[src/rtl/pcie_perst_sequencer.sv]
// PERST#/refclk power-up sequencer for one PCIe endpoint slot, with timed recovery from link loss.
// Build option PCIE_PERST_SEQ_AUTO_RETRY_EN enables automatic retries; without it every retry decision goes to FAIL.
//
// state    | meaning
// OFF      | slot disabled or unpowered, everything held off
// PWR_WAIT | qualifying pwr_good
// CLK_WAIT | refclk on, qualifying refclk_locked, PERST# asserted
// TRAIN    | PERST# released, waiting for link_up
// UP       | link up
// HOLD     | PERST# re-asserted for a minimum time before requalifying refclk
// FAIL     | retries exhausted, waiting for software reset or abort
module pcie_perst_sequencer #(
  parameter int T_PWR_CYC          = 1000,
  parameter int T_CLK_CYC          = 25000,
  parameter int T_LINK_TIMEOUT_CYC = 250000,
  parameter int T_HOLD_CYC         = 25000,
  parameter int MAX_RETRIES        = 3
) (
  input  logic       clk,
  input  logic       rst_n,
  input  logic       enable,
  input  logic       pwr_good,
  input  logic       refclk_locked,
  input  logic       link_up,
  input  logic       sw_reset_req,
  output logic       perst_n,
  output logic       refclk_oe,
  output logic       link_ready,
  output logic       fail,
  output logic [2:0] state,
  output logic [3:0] retry_count
);

  localparam int T_MAX_A = (T_PWR_CYC > T_CLK_CYC) ? T_PWR_CYC : T_CLK_CYC;
  localparam int T_MAX_B = (T_LINK_TIMEOUT_CYC > T_HOLD_CYC) ? T_LINK_TIMEOUT_CYC : T_HOLD_CYC;
  localparam int T_MAX   = (T_MAX_A > T_MAX_B) ? T_MAX_A : T_MAX_B;
  localparam int CW      = $clog2(T_MAX + 1);

  // Terminal counts: the counter holds cycles already completed in the state.
  localparam logic [CW-1:0] PWR_LAST  = CW'(T_PWR_CYC - 1);
  localparam logic [CW-1:0] CLK_LAST  = CW'(T_CLK_CYC - 1);
  localparam logic [CW-1:0] LINK_LAST = CW'(T_LINK_TIMEOUT_CYC - 1);
  localparam logic [CW-1:0] HOLD_LAST = CW'(T_HOLD_CYC - 1);
  localparam logic [3:0]    RETRY_MAX = 4'(MAX_RETRIES);

`ifdef PCIE_PERST_SEQ_AUTO_RETRY_EN
  localparam bit AUTO_RETRY = 1'b1;
`else
  localparam bit AUTO_RETRY = 1'b0;
`endif

  localparam logic [2:0] S_OFF      = 3'd0;
  localparam logic [2:0] S_PWR_WAIT = 3'd1;
  localparam logic [2:0] S_CLK_WAIT = 3'd2;
  localparam logic [2:0] S_TRAIN    = 3'd3;
  localparam logic [2:0] S_UP       = 3'd4;
  localparam logic [2:0] S_HOLD     = 3'd5;
  localparam logic [2:0] S_FAIL     = 3'd6;

  logic [2:0]    state_q, state_d;
  logic [CW-1:0] cnt_q, cnt_d;
  logic [3:0]    retry_q, retry_d;
  logic          retry_ok;
  logic [2:0]    retry_state;
  logic [3:0]    retry_next;
  logic          perst_d, oe_d, ready_d, fail_d;

  always_ff @(posedge clk or negedge rst_n) begin
    if (!rst_n) begin
      state_q    <= S_OFF;
      cnt_q      <= '0;
      retry_q    <= '0;
      perst_n    <= 1'b0;
      refclk_oe  <= 1'b0;
      link_ready <= 1'b0;
      fail       <= 1'b0;
    end else begin
      state_q    <= state_d;
      cnt_q      <= cnt_d;
      retry_q    <= retry_d;
      perst_n    <= perst_d;
      refclk_oe  <= oe_d;
      link_ready <= ready_d;
      fail       <= fail_d;
    end
  end

  always_comb begin
    retry_ok    = AUTO_RETRY && (retry_q < RETRY_MAX);
    retry_state = retry_ok ? S_HOLD : S_FAIL;
    retry_next  = (retry_ok && retry_q != 4'hF) ? retry_q + 4'd1 : retry_q;

    state_d = state_q;
    retry_d = retry_q;
    case (state_q)
      S_OFF:      if (enable && pwr_good) state_d = S_PWR_WAIT;
      S_PWR_WAIT: if (cnt_q == PWR_LAST) state_d = S_CLK_WAIT;
      S_CLK_WAIT: begin
        if (sw_reset_req)                               state_d = S_HOLD;
        else if (refclk_locked && cnt_q == CLK_LAST)    state_d = S_TRAIN;
      end
      S_TRAIN: begin
        if (sw_reset_req)             state_d = S_HOLD;
        else if (link_up)             state_d = S_UP;
        else if (cnt_q == LINK_LAST) begin
          state_d = retry_state;
          retry_d = retry_next;
        end
      end
      S_UP: begin
        if (sw_reset_req)  state_d = S_HOLD;
        else if (!link_up) begin
          state_d = retry_state;
          retry_d = retry_next;
        end
      end
      S_HOLD:     if (cnt_q == HOLD_LAST) state_d = S_CLK_WAIT;
      S_FAIL: begin
        if (sw_reset_req) begin
          state_d = S_HOLD;
          retry_d = '0;
        end
      end
      default:    state_d = S_OFF;
    endcase

    // Loss of enable or power overrides everything, including a pending sw reset.
    if (state_q != S_OFF && (!enable || !pwr_good)) begin
      state_d = S_OFF;
      retry_d = '0;
    end
    if (state_d == S_UP) retry_d = '0;

    cnt_d = '0;
    if (state_d == state_q) begin
      case (state_q)
        S_PWR_WAIT, S_TRAIN, S_HOLD: cnt_d = cnt_q + CW'(1);
        S_CLK_WAIT:                  cnt_d = refclk_locked ? cnt_q + CW'(1) : '0;
        default:                     cnt_d = '0;
      endcase
    end
  end

  always_comb begin
    perst_d = (state_d == S_TRAIN) || (state_d == S_UP);
    oe_d    = (state_d == S_CLK_WAIT) || (state_d == S_TRAIN) ||
              (state_d == S_UP) || (state_d == S_HOLD);
    ready_d = (state_d == S_UP);
    fail_d  = (state_d == S_FAIL);
  end

  assign state       = state_q;
  assign retry_count = retry_q;

endmodule

[config.mk]
export PLATFORM = sky130hd
export DESIGN_NAME = pcie_perst_sequencer
export DESIGN_NICKNAME = d
export VERILOG_FILES = /design/src/rtl/pcie_perst_sequencer.sv
export SDC_FILE = /design/constraint.sdc
export NUM_CORES = 1
export LEC_CHECK = 0
export CORE_ASPECT_RATIO = 1.4
export CORE_MARGIN = 4
export CORE_UTILIZATION = 39
export CTS_BUF_LIST = sky130_fd_sc_hd__clkbuf_8
export CTS_CLUSTER_DIAMETER = 30
export DETAILED_ROUTE_END_ITERATION = 10
export SLEW_MARGIN = 0
export SYNTH_ARGS = -nofsm -noshare
export SYNTH_HDL_FRONTEND = slang
export SYNTH_SLANG_ARGS = --single-unit
[constraint.sdc]
create_clock -name clk -period 3.7 [get_ports clk]
set_input_delay 0.555 -clock clk [delete_from_list [all_inputs] [get_ports clk]]
set_output_delay 0.555 -clock clk [all_outputs]
set_load 0.005 [all_outputs]
==> metrics.md <==
| Metric | Value |
|---|---|
| Outcome | `finished, final reports clean` |
| Post-CTS Resized | `0` |
| Total CTS buffers | `3` |
| Die Wd | `63 µm` |
| Clock Root Buffer | `clkbuf_8` |
| Setup bufs post-CTS | `0` |
| Site row count | `27` |
| GP Congestion | `0.9191` |
| Multi-input logic area | `949.7 µm²` |
| Clock Path Buffers | `2` |
| Worst vdd ir | `0.2280 mV` |
| Share of the synthesized area in the top cell type | `between 30% and 40%` |
| Buffers on Ports | `13` |
| RSZ-0062 raised after global routing | `false` |
| Ys flop type | `dfrtp_1` |
| Via density | `5.777` |
| Die Area | `between 5000 and 6000 µm²` |
| Clk Latency, worst-skew pair | `270 ps` |
| Layout Area Growth over Synthesis | `10.15%` |
| Worst hold path type | `reg -> reg` |
| H-tree depth | `1` |
| Seq/Total Area, Yosys | `37.88%` |
| Initial antenna violation count | `0` |
| DR pass1 iterations | `4` |
| CP peak stage delay | `580 ps` |
| Number of flops mapped to enable cells by yosys | `0` |
| Most frequent cell after synthesis | `nand3_1` |
| Clock transition at the registers of the reported paths | `90 ps` |
| P per Cell Area | `492.8 nW/µm²` |
| Average size of a mapped cell | `8.647 µm²` |
| DRT iter0 DRCs | `122` |
| Final Hold Fails | `0` |
| Io pins | `18` |
| Slew Viols, Final | `0` |
| DRT antenna net count | `0` |
| Leakage | `0.7657 nW` |
| CP startpoint kind | `register` |
| Antenna Cells | `0` |
| CP Data Required Time | `3820 ps` |
| TritonCTS clock tree | `done` |
| TNS Setup | `0 ps` |
| Share of cells above drive strength 1 | `7.035%` |
| Yosys top cell by area | `dfrtp_1` |
| Synth warnings | `0` |
| Worst Path Max Fanout | `18` |
| Critical-path cell list | `or4b_4 > or4_4 > o31a_1 > nor3_1 > o21a_1 > nor3_1` |
| Commonest cells post-synth | `nand3_1, nor2_1, dfrtp_1, nor3_1, xnor2_1` |
| Clock sinks | `25` |
| Die height | `85.00 µm` |
| Max Freq | `about 0.34 GHz` |
| Final WL | `3695 µm` |
| Ranking of synthesized cells by area | `dfrtp_1, nand3_1, nor2_1, xnor2_1, xor2_1` |
| Total power | `896.5 µW` |
| CP max stage cell | `or4b_4` |
| Worst Path Arrival | `3060 ps` |
| Number of global-route vias before repair | `~1400` |
| CP most frequent cell | `nor3_1` |
| Skew final | `9.688 ps` |
| GRT Util Overall | `about 15%` |
| Type of the worst setup path | `reg -> reg` |
| Post-Syn Area | `1652 µm²` |
| Worst slew pin tran | `1113 ps` |
| Post-cts hold buffer count | `0` |
| Post-layout minimum cycle time | `2941 ps` |
| Reg area | `625.6 µm²` |
| Slew margin rel. | `25.54%` |
| # fillers | `414` |
| Drt drc | `0` |
| Final HPWL DP | `~2700 µm` |
| Cells after synthesis | `roughly 190` |
| First-pass GRT wire length | `a little under 7000 µm` |
| Max capacitance violation total | `0` |
| Largest net degree at the start of global routing | `26` |
| Starting density of the core | `41.08%` |
| Yosys reg bits | `25` |
| DR WL/cell | `15.27 µm` |
| # nets final | `208` |
| Unique masters post-synth | `47` |
| Core Footprint | `4020 µm²` |
| Period utilization | `79.48%` |
| Final setup viols | `0` |
| CP Capture Type | `register` |
| Via count | `about 1400` |
| Post-synth ARST share | `100.0%` |
| Grt ovf | `0` |
## final timing paths
| check | depth (start not counted) | startpoint | slack (ps) | endpoint |
|---|---|---|---|---|
| min in group asynchronous | 1 | rst_n | 870 | cnt_q[9]$_DFF_PN0_ |
| worst max register to register | 6 | cnt_q[6]$_DFF_PN0_ | 760 | cnt_q[8]$_DFF_PN0_ |
| worst min register to register | 2 | cnt_q[0]$_DFF_PN0_ | 610 | cnt_q[0]$_DFF_PN0_ |
| worst max-delay path | 6 | cnt_q[6]$_DFF_PN0_ | 760 | cnt_q[8]$_DFF_PN0_ |
| max in group asynchronous | 1 | rst_n | 2150 | perst_n$_DFF_PN0_ |
| worst min-delay path | 2 | cnt_q[0]$_DFF_PN0_ | 610 | cnt_q[0]$_DFF_PN0_ |
## final cells by class
cell class | count | share of cell area [%]
timing repair buffer | 13 | 7.153
clock inverter | 1 | 0.2063
multi-input combinational | 153 | 52.20
inverter | 4 | 0.8253
sequential | 25 | 34.39
tap | 43 | 2.957
clock buffer | 3 | 2.270
## through the flow
stage | hold WS, ps | utilization (%) | cells | cell area, µm² | setup WS (ps)
finish | 611.3 | 45.25 | 242 | 1819 | 759.3
global route | 665.0 | 45.25 | 242 | 1819 | 504.5
CTS | 612.1 | 45.25 | 242 | 1819 | 715.4
detailed placement | 600.5 | 44.13 | 238 | 1774 | 737.5
global placement | 577.6 | 44.13 | 238 | 1774 | 792.1
floorplan | 259.4 | - | 194 | 1663 | 1117
## placed cells by master, fill, tap and decap left out, drive strengths merged, types with 2 or more instances in the layout
cell           instances
o21a                   2
nand4                  4
inv                    5
a21oi                  7
nor2                  27
or4                    3
nand2                  8
clkdlybuf4s50         13
nand3b                 2
nor4                   3
or2                    2
a2bb2oi                2
and3                   3
conb                   4
dfrtp                 25
o21ai                  2
xor2                   8
o31a                   2
nand3                 31
clkbuf                 3
nor3                  10
and4                   5
nand2b                 3
xnor2                  9
## flip-flops by register name, summed over array words and instances, names as in the netlist
name and count:
cnt_q 18, state 3, perst_n 1, fail 1, link_ready 1, refclk_oe 1
## critical path: cells and delay by family, from the launching register on
kind	cells	cell delay, ps
AND/OR/NAND/NOR	4	1480
AO/OA/AOI/OAI	2	840
flip-flops	1	470
## routing by layer
layer  routed length [µm]  GRT usage (%)  up-vias  part of all wire (%)
met4                   54          6.024        0                   1.5
li1                     -              -      694                     -
met1                 1643          17.72      666                    44
met3                  130          2.119        6                   3.5
met5                    0              0        -                     0
met2                 1866          27.76       32                    51
## cell families after synthesis
group,share of synthesized area [%]
AOI/OAI and AO/OA,10.30
xor gates and xnor gates,9.016
adders and majority gates,0.7575
buffers and inverters,5.303
DFF,37.88
other,0.2271
and+or+nand+nor,36.52
## where the power goes
part	internal [mW]	switching, mW
sequential	0.302	0.0512
combinational	0.148	0.235
clock	0.0744	0.0854
total	0.525	0.372
(Power assumes the default switching activity.)
